--- src/rtl/fb1_pkg.sv ---
// fb1 frame-buffer write path: shared constants and types.
// Used by fb1_write_arbiter and fb1_fill_seq.
package fb1_pkg;
  localparam int FB1_NUM_PIXELS = 786432;
  localparam int FB1_ADDR_W = 20;

  typedef enum logic {
    IDLE = 1'b0,
    FILL = 1'b1
  } fb1_state_e;

  localparam logic REQ_CPU = 1'b0;
  localparam logic REQ_ACC = 1'b1;
endpackage

--- src/rtl/fb1_fill_seq.sv ---
// fb1 fill sequencer: sweeps every pixel address once per fill.
// Latches the fill value and reports busy / done.
module fb1_fill_seq
  import fb1_pkg::*;
#(
  parameter int NUM_PIXELS = FB1_NUM_PIXELS,
  parameter int ADDR_W = FB1_ADDR_W
) (
  input  logic              clk,
  input  logic              rst_n,
  input  logic              start_i,
  input  logic              value_i,
  output logic              busy_o,
  output logic              done_o,
  output logic [ADDR_W-1:0] cnt_o,
  output logic              value_o
);
  localparam logic [ADDR_W-1:0] LAST =
    ADDR_W'(NUM_PIXELS - 1);

  fb1_state_e        state_q;
  logic [ADDR_W-1:0] cnt_q;
  logic              busy_q;
  logic              done_q;
  logic              val_q;

  always_ff @(posedge clk or negedge rst_n) begin
    if (!rst_n) begin
      state_q <= IDLE;
      cnt_q   <= '0;
      busy_q  <= 1'b0;
      done_q  <= 1'b0;
      val_q   <= 1'b0;
    end else begin
      done_q <= 1'b0;
      unique case (state_q)
        IDLE: begin
          if (start_i) begin
            state_q <= FILL;
            busy_q  <= 1'b1;
            cnt_q   <= '0;
            val_q   <= value_i;
          end
        end
        FILL: begin
          if (cnt_q == LAST) begin
            state_q <= IDLE;
            busy_q  <= 1'b0;
            done_q  <= 1'b1;
            cnt_q   <= '0;
          end else begin
            cnt_q <= cnt_q + ADDR_W'(1);
          end
        end
      endcase
    end
  end

  assign busy_o  = busy_q;
  assign done_o  = done_q;
  assign cnt_o   = cnt_q;
  assign value_o = val_q;
endmodule

--- src/rtl/fb1_write_arbiter.sv ---
// fb1 frame-buffer write arbiter: CPU, accelerator and fill share arb_*.
// FB1_ARB_ROUND_ROBIN_EN selects round-robin instead of CPU priority.
module fb1_write_arbiter
  import fb1_pkg::*;
#(
  parameter int NUM_PIXELS = FB1_NUM_PIXELS,
  parameter int ADDR_W = FB1_ADDR_W
) (
  input  logic              clk,
  input  logic              rst_n,
  input  logic              cpu_valid,
  output logic              cpu_ready,
  input  logic [ADDR_W-1:0] cpu_addr,
  input  logic              cpu_din,
  input  logic              acc_valid,
  output logic              acc_ready,
  input  logic [ADDR_W-1:0] acc_addr,
  input  logic              acc_din,
  input  logic              fill_start,
  input  logic              fill_value,
  output logic              fill_busy,
  output logic              fill_done,
  output logic              arb_we,
  output logic [ADDR_W-1:0] arb_addr,
  output logic              arb_din
);
  localparam logic [ADDR_W-1:0] LAST =
    ADDR_W'(NUM_PIXELS - 1);

  logic              busy;
  logic              done;
  logic [ADDR_W-1:0] fill_cnt;
  logic              fill_val;

  logic              we_q, we_d;
  logic [ADDR_W-1:0] addr_q, addr_d;
  logic              din_q, din_d;

  fb1_fill_seq #(
    .NUM_PIXELS(NUM_PIXELS),
    .ADDR_W    (ADDR_W)
  ) u_fill (
    .clk    (clk),
    .rst_n  (rst_n),
    .start_i(fill_start),
    .value_i(fill_value),
    .busy_o (busy),
    .done_o (done),
    .cnt_o  (fill_cnt),
    .value_o(fill_val)
  );

`ifdef FB1_ARB_ROUND_ROBIN_EN
  logic ptr_q, ptr_d;

  always_comb begin
    cpu_ready = 1'b0;
    acc_ready = 1'b0;
    if (!busy) begin
      if (cpu_valid && (!acc_valid || ptr_q == REQ_CPU))
        cpu_ready = 1'b1;
      else
        acc_ready = acc_valid;
    end
  end

  always_comb begin
    ptr_d = ptr_q;
    if (cpu_ready)
      ptr_d = REQ_ACC;
    else if (acc_ready)
      ptr_d = REQ_CPU;
  end

  always_ff @(posedge clk or negedge rst_n) begin
    if (!rst_n)
      ptr_q <= REQ_CPU;
    else
      ptr_q <= ptr_d;
  end
`else
  always_comb begin
    cpu_ready = !busy && cpu_valid;
    acc_ready = !busy && acc_valid && !cpu_valid;
  end
`endif

  // Out-of-range requests are accepted but leave addr/din untouched.
  always_comb begin
    we_d   = 1'b0;
    addr_d = addr_q;
    din_d  = din_q;
    unique case (1'b1)
      busy: begin
        we_d   = 1'b1;
        addr_d = fill_cnt;
        din_d  = fill_val;
      end
      cpu_ready: begin
        if (cpu_addr <= LAST) begin
          we_d   = 1'b1;
          addr_d = cpu_addr;
          din_d  = cpu_din;
        end
      end
      acc_ready: begin
        if (acc_addr <= LAST) begin
          we_d   = 1'b1;
          addr_d = acc_addr;
          din_d  = acc_din;
        end
      end
      default: ;
    endcase
  end

  always_ff @(posedge clk or negedge rst_n) begin
    if (!rst_n) begin
      we_q   <= 1'b0;
      addr_q <= '0;
      din_q  <= 1'b0;
    end else begin
      we_q   <= we_d;
      addr_q <= addr_d;
      din_q  <= din_d;
    end
  end

  assign arb_we    = we_q;
  assign arb_addr  = addr_q;
  assign arb_din   = din_q;
  assign fill_busy = busy;
  assign fill_done = done;
endmodule

--- config.mk ---
export PLATFORM = sky130hd
export DESIGN_NAME = fb1_write_arbiter
export DESIGN_NICKNAME = d
export VERILOG_FILES = /design/src/rtl/fb1_pkg.sv /design/src/rtl/fb1_fill_seq.sv /design/src/rtl/fb1_write_arbiter.sv
export SDC_FILE = /design/constraint.sdc
export NUM_CORES = 1
export LEC_CHECK = 0
export ABC_CLOCK_PERIOD_IN_PS = 2200
export CORE_UTILIZATION = 48
export DETAILED_ROUTE_END_ITERATION = 7
export HOLD_SLACK_MARGIN = 0.06
export PLACE_DENSITY = 0.92
export SLEW_MARGIN = 10
export SYNTH_ARGS = -nofsm -noshare
export SYNTH_HDL_FRONTEND = slang
export SYNTH_SLANG_ARGS = --single-unit
--- constraint.sdc ---
create_clock -name clk -period 2.2 [get_ports clk]
set_input_delay 0.33 -clock clk [delete_from_list [all_inputs] [get_ports clk]]
set_output_delay 0.33 -clock clk [all_outputs]
set_load 0.05 [all_outputs]
==> results.py, run 1 <==
metrics = {
    "outcome": {
        "outcome": "completed",
    },
    "drt": {
        "routed_wl_mm": 7.729,
        "wire_per_inst_um": 16.27,
        "drt_first_pass_iters": 5,
        "drtIter0Drc": 174,
        "viasPerCell": 5.962,
        "drt.antenna.violating_nets": 0,
        "num_vias": 2832,
        "drc_errors": 0,
    },
    "placement": {
        "placed_cell_area_sq_um": 3581,
        "routabilityCongestion": 0.8930,
        "dpl.cell_count": 468,
        "dp_hpwl_mm": 5.656,
        "port_buffers": 73,
    },
    "synthesis": {
        "synth_area_leader_cell": "dfrtp_1",
        "synth.cell_area_sq_um": 2676,
        "synth.distinct_cells": 49,
        "synth_warnings": 0,
        "synth_edf_count": 0,
        "ys_seq_elements": 46,
        "synth_async_sr_flop_share_pct": 100.0,
        "synth_area_leaders": "dfrtp_1 (43%), nand2_1 (9.0%), a21oi_1 (8.6%)",
        "ys_seq_area_share_pct": 43.01,
        "avgSynthCellArea_sq_um": 8.135,
        "postSynthCellCount": 329,
        "ys.flop_type": "dfrtp_1",
        "synth_fp_nets": 378,
        "synth_top_area_share_pct": 43.01,
    },
    "cells_and_area": {
        "num-nets-final": 454,
        "fin_cells": 475,
        "fillCellCount": 393,
        "syn_to_final_growth_pct": 36.65,
        "diodes": 0,
        "post-route-util_pct": 69.83,
        "design_area_sq_um": 3657,
        "layout-drive-gt1-share_pct": 11.36,
    },
    "sta": {
        "final-setup-viol-count": 0,
        "skew_ns": 0.004949,
        "maxSlewHeadroom_pct": 58.93,
        "fmax_ghz": 0.5128,
        "fin_crit_sh_pct": 88.65,
        "tightest_slew_ns": 0.6104,
        "fin_crit_ns": 1.950,
        "grt_setup_unrepaired": "false",
        "fin_tns_setup_ns": 0,
        "finalHoldViolCount": 0,
        "report.final.slew_viol_count": 0,
    },
    "cts": {
        "cts-root-buf": "clkbuf_8",
        "insertion_delay_ns": 0.29,
        "cts.sinks": 46,
        "ctsHoldBuffers": 0,
        "clk_pin_slew_ns": 0.08,
        "cts_tree": "yes",
        "cts.path.max_buffers": 2,
        "post-cts-setup-buffer-count": 0,
        "post_cts_resized": 0,
        "cts_made_buffers": 5,
        "cts_max_level": 2,
    },
    "global_route": {
        "grt_pass1_wl_mm": 13.16,
        "antenna_found_initial": 0,
        "grt-ovfl-total": 0,
        "grt_max_degree": 47,
        "first_global_vias": 2878,
        "grt.total_usage_pct": 27.83,
    },
    "critical_path": {
        "arrival_ns": 2.14,
        "startpoint_type": "flop",
        "reg2reg_depth": 5,
        "cp-end-kind": "flop",
        "crit_fanout": 6,
        "critPathKind": "reg -> reg",
        "crit_required_ns": 2.39,
        "startpoint": "u_fill.cnt_o[0]$_DFFE_PN0P_",
        "r2r_start": "u_fill.cnt_o[0]$_DFFE_PN0P_",
    },
    "power_and_ir_drop": {
        "vdd_drop_max_mv": 0.4315,
        "power_density_nw_per_um2": 723.5,
        "power.total_mw": 2.646,
        "p_leak_nw": 1.442,
    },
    "floorplanning": {
        "fp.dieArea_sq_um": 5878,
        "row_count": 26,
        "start_util_pct": 51.10,
        "fp.dieW_um": 76.67,
        "fp.dieH_um": 76.67,
        "core-area_sq_um": 5238,
        "io_pins": 74,
    },
    "flow_run": {
        "maxCapViolations": 0,
    },
    "min_path": {
        "hp-class": "in -> async",
    },
}
-- report_power, final --
| part | total (mW) | internal [mW] | switching (mW) |
|---|---|---|---|
| clock network | 0.480 | 0.219 | 0.261 |
| logic | 1.04 | 0.408 | 0.632 |
| registers | 1.13 | 1.00 | 0.124 |
| total | 2.65 | 1.63 | 1.02 |
-- stage by stage --
stage	hold WS (ns)	setup WS [ns]
CTS	0.1251	0.2696
floorplan	0.03441	0.3346
global route	0.1656	0.1585
detailed placement	0.4440	0.2883
finish	0.1089	0.2498
global placement	0.4450	0.3419
-- cell type report --
cell class	instances	area, sq um	share of cell area, %
clock buffers	7	76.32	2.087
inverters	5	18.77	0.5132
flip-flops and latches	46	1151	31.47
multi-input cells	248	1398	38.21
repair buffers	99	925.9	25.32
well taps	70	87.58	2.395
-- registers in the layout, indices dropped and copies added, names as in the netlist --
signal and cells:
arb_addr 20, u_fill.cnt_o 20, arb_din 1, arb_we 1
u_fill.busy_o 1, u_fill.done_o 1, u_fill.state_q 1, u_fill.value_o 1
-- layer usage --
| layer | GRT usage, % | wire length (um) | up-vias |
|---|---|---|---|
| met5 | 0 | 0 | - |
| met4 | 10.96 | 186 | 0 |
| met3 | 5.238 | 517 | 24 |
| met2 | 47.68 | 3857 | 146 |
| met1 | 34.44 | 3167 | 1335 |
| li1 | - | - | 1327 |
-- logic make-up after synthesis --
family,Yosys count,synth area share [%]
multiplexers,1,0.4207
adder cells (fa/ha/maj),1,0.4674
flip-flops,46,43.01
buffers and inverters,35,5.423
XOR/XNOR,1,0.3273
AND/OR/NAND/NOR,141,27.86
AO/OA/AOI/OAI,104,22.49
-- path summary, 6_finish.rpt --
check	end	slack [ns]
max	u_fill.cnt_o[14]$_DFFE_PN0P_	0.25
min	arb_addr[18]$_DFFE_PN0P_	0.11
max reg2reg	u_fill.cnt_o[14]$_DFFE_PN0P_	0.25
min reg2reg	arb_addr[7]$_DFFE_PN0P_	0.48
max in group asynchronous	u_fill.cnt_o[10]$_DFFE_PN0P_	1.70
min in group clk	arb_addr[7]$_DFFE_PN0P_	0.48
-- cells in the final DEF (no fill, tap or decap), types with 4 or more instances in the layout --
master and count:
nor3_1 4, inv_1 5, o21ai_0 27, clkbuf_8 5, and3_1 5, nand4_1 10
nor2_1 5, buf_4 28, o21ai_1 7, nand2_1 64, dfrtp_1 46, nand3b_1 21
o2111ai_1 4, a21oi_1 46, clkdlybuf4s50_1 69, nand3_1 12, or3_1 4
-- synth_stat cells, types with 5 or more instances --
| cell type | count |
|---|---|
| o21ai_0 | 28 |
| a21oi_1 | 46 |
| nor2_1 | 5 |
| clkbuf_1 | 19 |
| o21ai_1 | 6 |
| inv_1 | 5 |
| nand4_1 | 10 |
| nand3b_1 | 21 |
| dfrtp_1 | 46 |
| nand3_1 | 12 |
| buf_2 | 7 |
| and3_1 | 5 |
| nand2_1 | 64 |
-- worst max-delay path, stage by stage (launching register included) --
cell and delay, ns:
dfrtp_1 0.37, ha_1 0.28, and4_1 0.33, or4b_1 0.49, a21o_1 0.21, a21o_1 0.17
(Power assumes the default switching activity.)
==> inputs of run 2 (changes only) <==
--- a/config.mk
+++ b/config.mk
@@ -9,6 +9,7 @@
 export CORE_UTILIZATION = 48
 export DETAILED_ROUTE_END_ITERATION = 7
 export HOLD_SLACK_MARGIN = 0.06
+export MAX_ROUTING_LAYER = met4
 export PLACE_DENSITY = 0.92
 export SLEW_MARGIN = 10
 export SYNTH_ARGS = -nofsm -noshare
==> run 2 against run 1 <==
Compared with the run above:
- sequential cell count unchanged
- global-route usage grew 0.76 points
- critical path type unchanged
- register-to-register slack about the same
- final cell count unchanged
==> results.py, run 2 (synthesis results as in run 1) <==
metrics = {
    "drt": {
        "drt_first_pass_iters": 4,
        "num_vias": 2814,
        "highest_layer": "met4",
        "routed_wl_mm": 7.701,
        "drc_errors": 0,
        "wire_per_inst_um": 16.21,
        "wl_met3_um": 521,
        "drt.antenna.violating_nets": 0,
        "viasPerCell": 5.924,
        "wl_met2_mm": 3.824,
        "drtIter0Drc": 189,
        "wl_met1_mm": 3.138,
    },
    "cts": {
        "cts.path.max_buffers": 2,
        "cts_tree": "yes",
        "cts_max_level": 2,
        "clk_pin_slew_ns": 0.08,
        "post-cts-setup-buffer-count": 0,
        "cts-root-buf": "clkbuf_8",
        "cts_made_buffers": 5,
        "post_cts_resized": 0,
        "ctsHoldBuffers": 0,
        "cts.sinks": 46,
        "insertion_delay_ns": 0.30,
    },
    "min_path": {
        "hp-class": "in -> async",
    },
    "cells_and_area": {
        "syn_to_final_growth_pct": 36.65,
        "post-route-util_pct": 69.83,
        "final_cell_mix": "clkdlybuf4s50_1 (69), nand2_1 (64), a21oi_1 (46), dfrtp_1 (46), buf_4 (28)",
        "final_common_cell": "clkdlybuf4s50_1",
        "fillCellCount": 393,
        "num-nets-final": 454,
        "design_area_sq_um": 3657,
        "layout-drive-gt1-share_pct": 11.36,
        "diodes": 0,
    },
    "critical_path": {
        "crit_family": "simple AND/OR/NAND/NOR gates",
        "critPathKind": "reg -> reg",
        "critPathBufInv": 0,
        "critPathMaxStageDelay_ns": 0.48,
        "cp_slowest_cell": "or4b_1",
        "arrival_ns": 2.14,
        "crit_required_ns": 2.39,
        "cp-end-kind": "flop",
        "critical_path.cell_chain": "ha_1, and4_1, or4b_1, a21o_1, a21o_1",
        "cp_common_cell": "a21o_1",
        "crit_fanout": 6,
        "startpoint_type": "flop",
    },
    "floorplanning": {
        "row_count": 26,
        "fp.dieW_um": 76.67,
        "io_pins": 74,
        "fp.dieArea_sq_um": 5878,
        "fp.dieH_um": 76.67,
        "start_util_pct": 51.10,
        "core-area_sq_um": 5238,
    },
    "sta": {
        "grt_setup_unrepaired": "false",
        "skew_ns": 0.005601,
        "final-setup-viol-count": 0,
        "maxSlewHeadroom_pct": 60.76,
        "tightest_slew_ns": 0.5833,
        "fin_tns_setup_ns": 0,
        "report.final.slew_viol_count": 0,
        "fin_crit_sh_pct": 88.61,
        "fmax_ghz": 0.5130,
        "finalHoldViolCount": 0,
        "fin_crit_ns": 1.949,
    },
    "power_and_ir_drop": {
        "p_leak_nw": 1.442,
        "vdd_drop_max_mv": 0.4296,
        "power_density_nw_per_um2": 722.7,
    },
    "placement": {
        "dp_hpwl_mm": 5.656,
        "routabilityCongestion": 0.9081,
        "port_buffers": 73,
        "placed_cell_area_sq_um": 3581,
    },
    "outcome": {
        "outcome": "completed",
    },
    "flow_run": {
        "maxCapViolations": 0,
    },
    "global_route": {
        "first_global_vias": 2889,
        "grt.total_usage_pct": 28.59,
        "grt_max_degree": 47,
        "antenna_found_initial": 0,
        "grt_pass1_wl_mm": 13.14,
        "grt-ovfl-total": 0,
    },
}
-- run 2: cell counts in the layout (fill, tap and decap cells not counted) --
Identical to the previous run, type by type.
-- run 2: metal layers --
metal	vias to the layer above	GRT usage, %
met5	-	-
met4	0	11.54
met3	28	5.238
met2	133	47.50
met1	1327	34.21
li1	1326	-
-- run 2: per-stage QoR --
stage | setup WS (ns) | power (mW) | std cells | hold WS, ns
floorplan | 0.3346 | 1.718 | 329 | 0.03441
global placement | 0.3419 | 2.132 | 468 | 0.4450
detailed placement | 0.2883 | 2.167 | 468 | 0.4440
CTS | 0.2696 | 2.640 | 475 | 0.1251
global route | 0.1585 | 2.786 | 475 | 0.1666
finish | 0.2505 | 2.643 | 475 | 0.1117
-- run 2: worst register-to-register path, cell delays in order, from the launching register on --
cell and delay, ns:
dfrtp_1 0.38, ha_1 0.28, and4_1 0.34, or4b_1 0.48, a21o_1 0.20, a21o_1 0.17
-- run 2: worst paths after layout --
kind                                              from  depth (start not counted)                            to  slack, ns
hold reg to reg                arb_addr[7]$_DFFE_PN0P_                          2       arb_addr[7]$_DFFE_PN0P_       0.48
setup / recovery           u_fill.cnt_o[0]$_DFFE_PN0P_                          5  u_fill.cnt_o[14]$_DFFE_PN0P_       0.25
min in group clk               arb_addr[7]$_DFFE_PN0P_                          2       arb_addr[7]$_DFFE_PN0P_       0.48
hold / removal                                   rst_n                          2      arb_addr[18]$_DFFE_PN0P_       0.11
setup reg to reg           u_fill.cnt_o[0]$_DFFE_PN0P_                          5  u_fill.cnt_o[14]$_DFFE_PN0P_       0.25
max in group asynchronous                        rst_n                          2       arb_addr[9]$_DFFE_PN0P_       1.70
-- run 2: area by class of cell --
| type | instances | area [sq um] | share of cell area [%] |
|---|---|---|---|
| Tap cell | 70 | 87.58 | 2.395 |
| Inverter | 5 | 18.77 | 0.5132 |
| Sequential cell | 46 | 1151 | 31.47 |
| Multi-Input combinational cell | 248 | 1398 | 38.21 |
| Timing Repair Buffer | 99 | 925.9 | 25.32 |
| Clock buffer | 7 | 76.32 | 2.087 |
-- run 2: power breakdown --
part	internal, mW	switching [mW]
Combinational	0.408	0.630
Clock	0.219	0.261
Sequential	1.00	0.123
Total	1.63	1.01
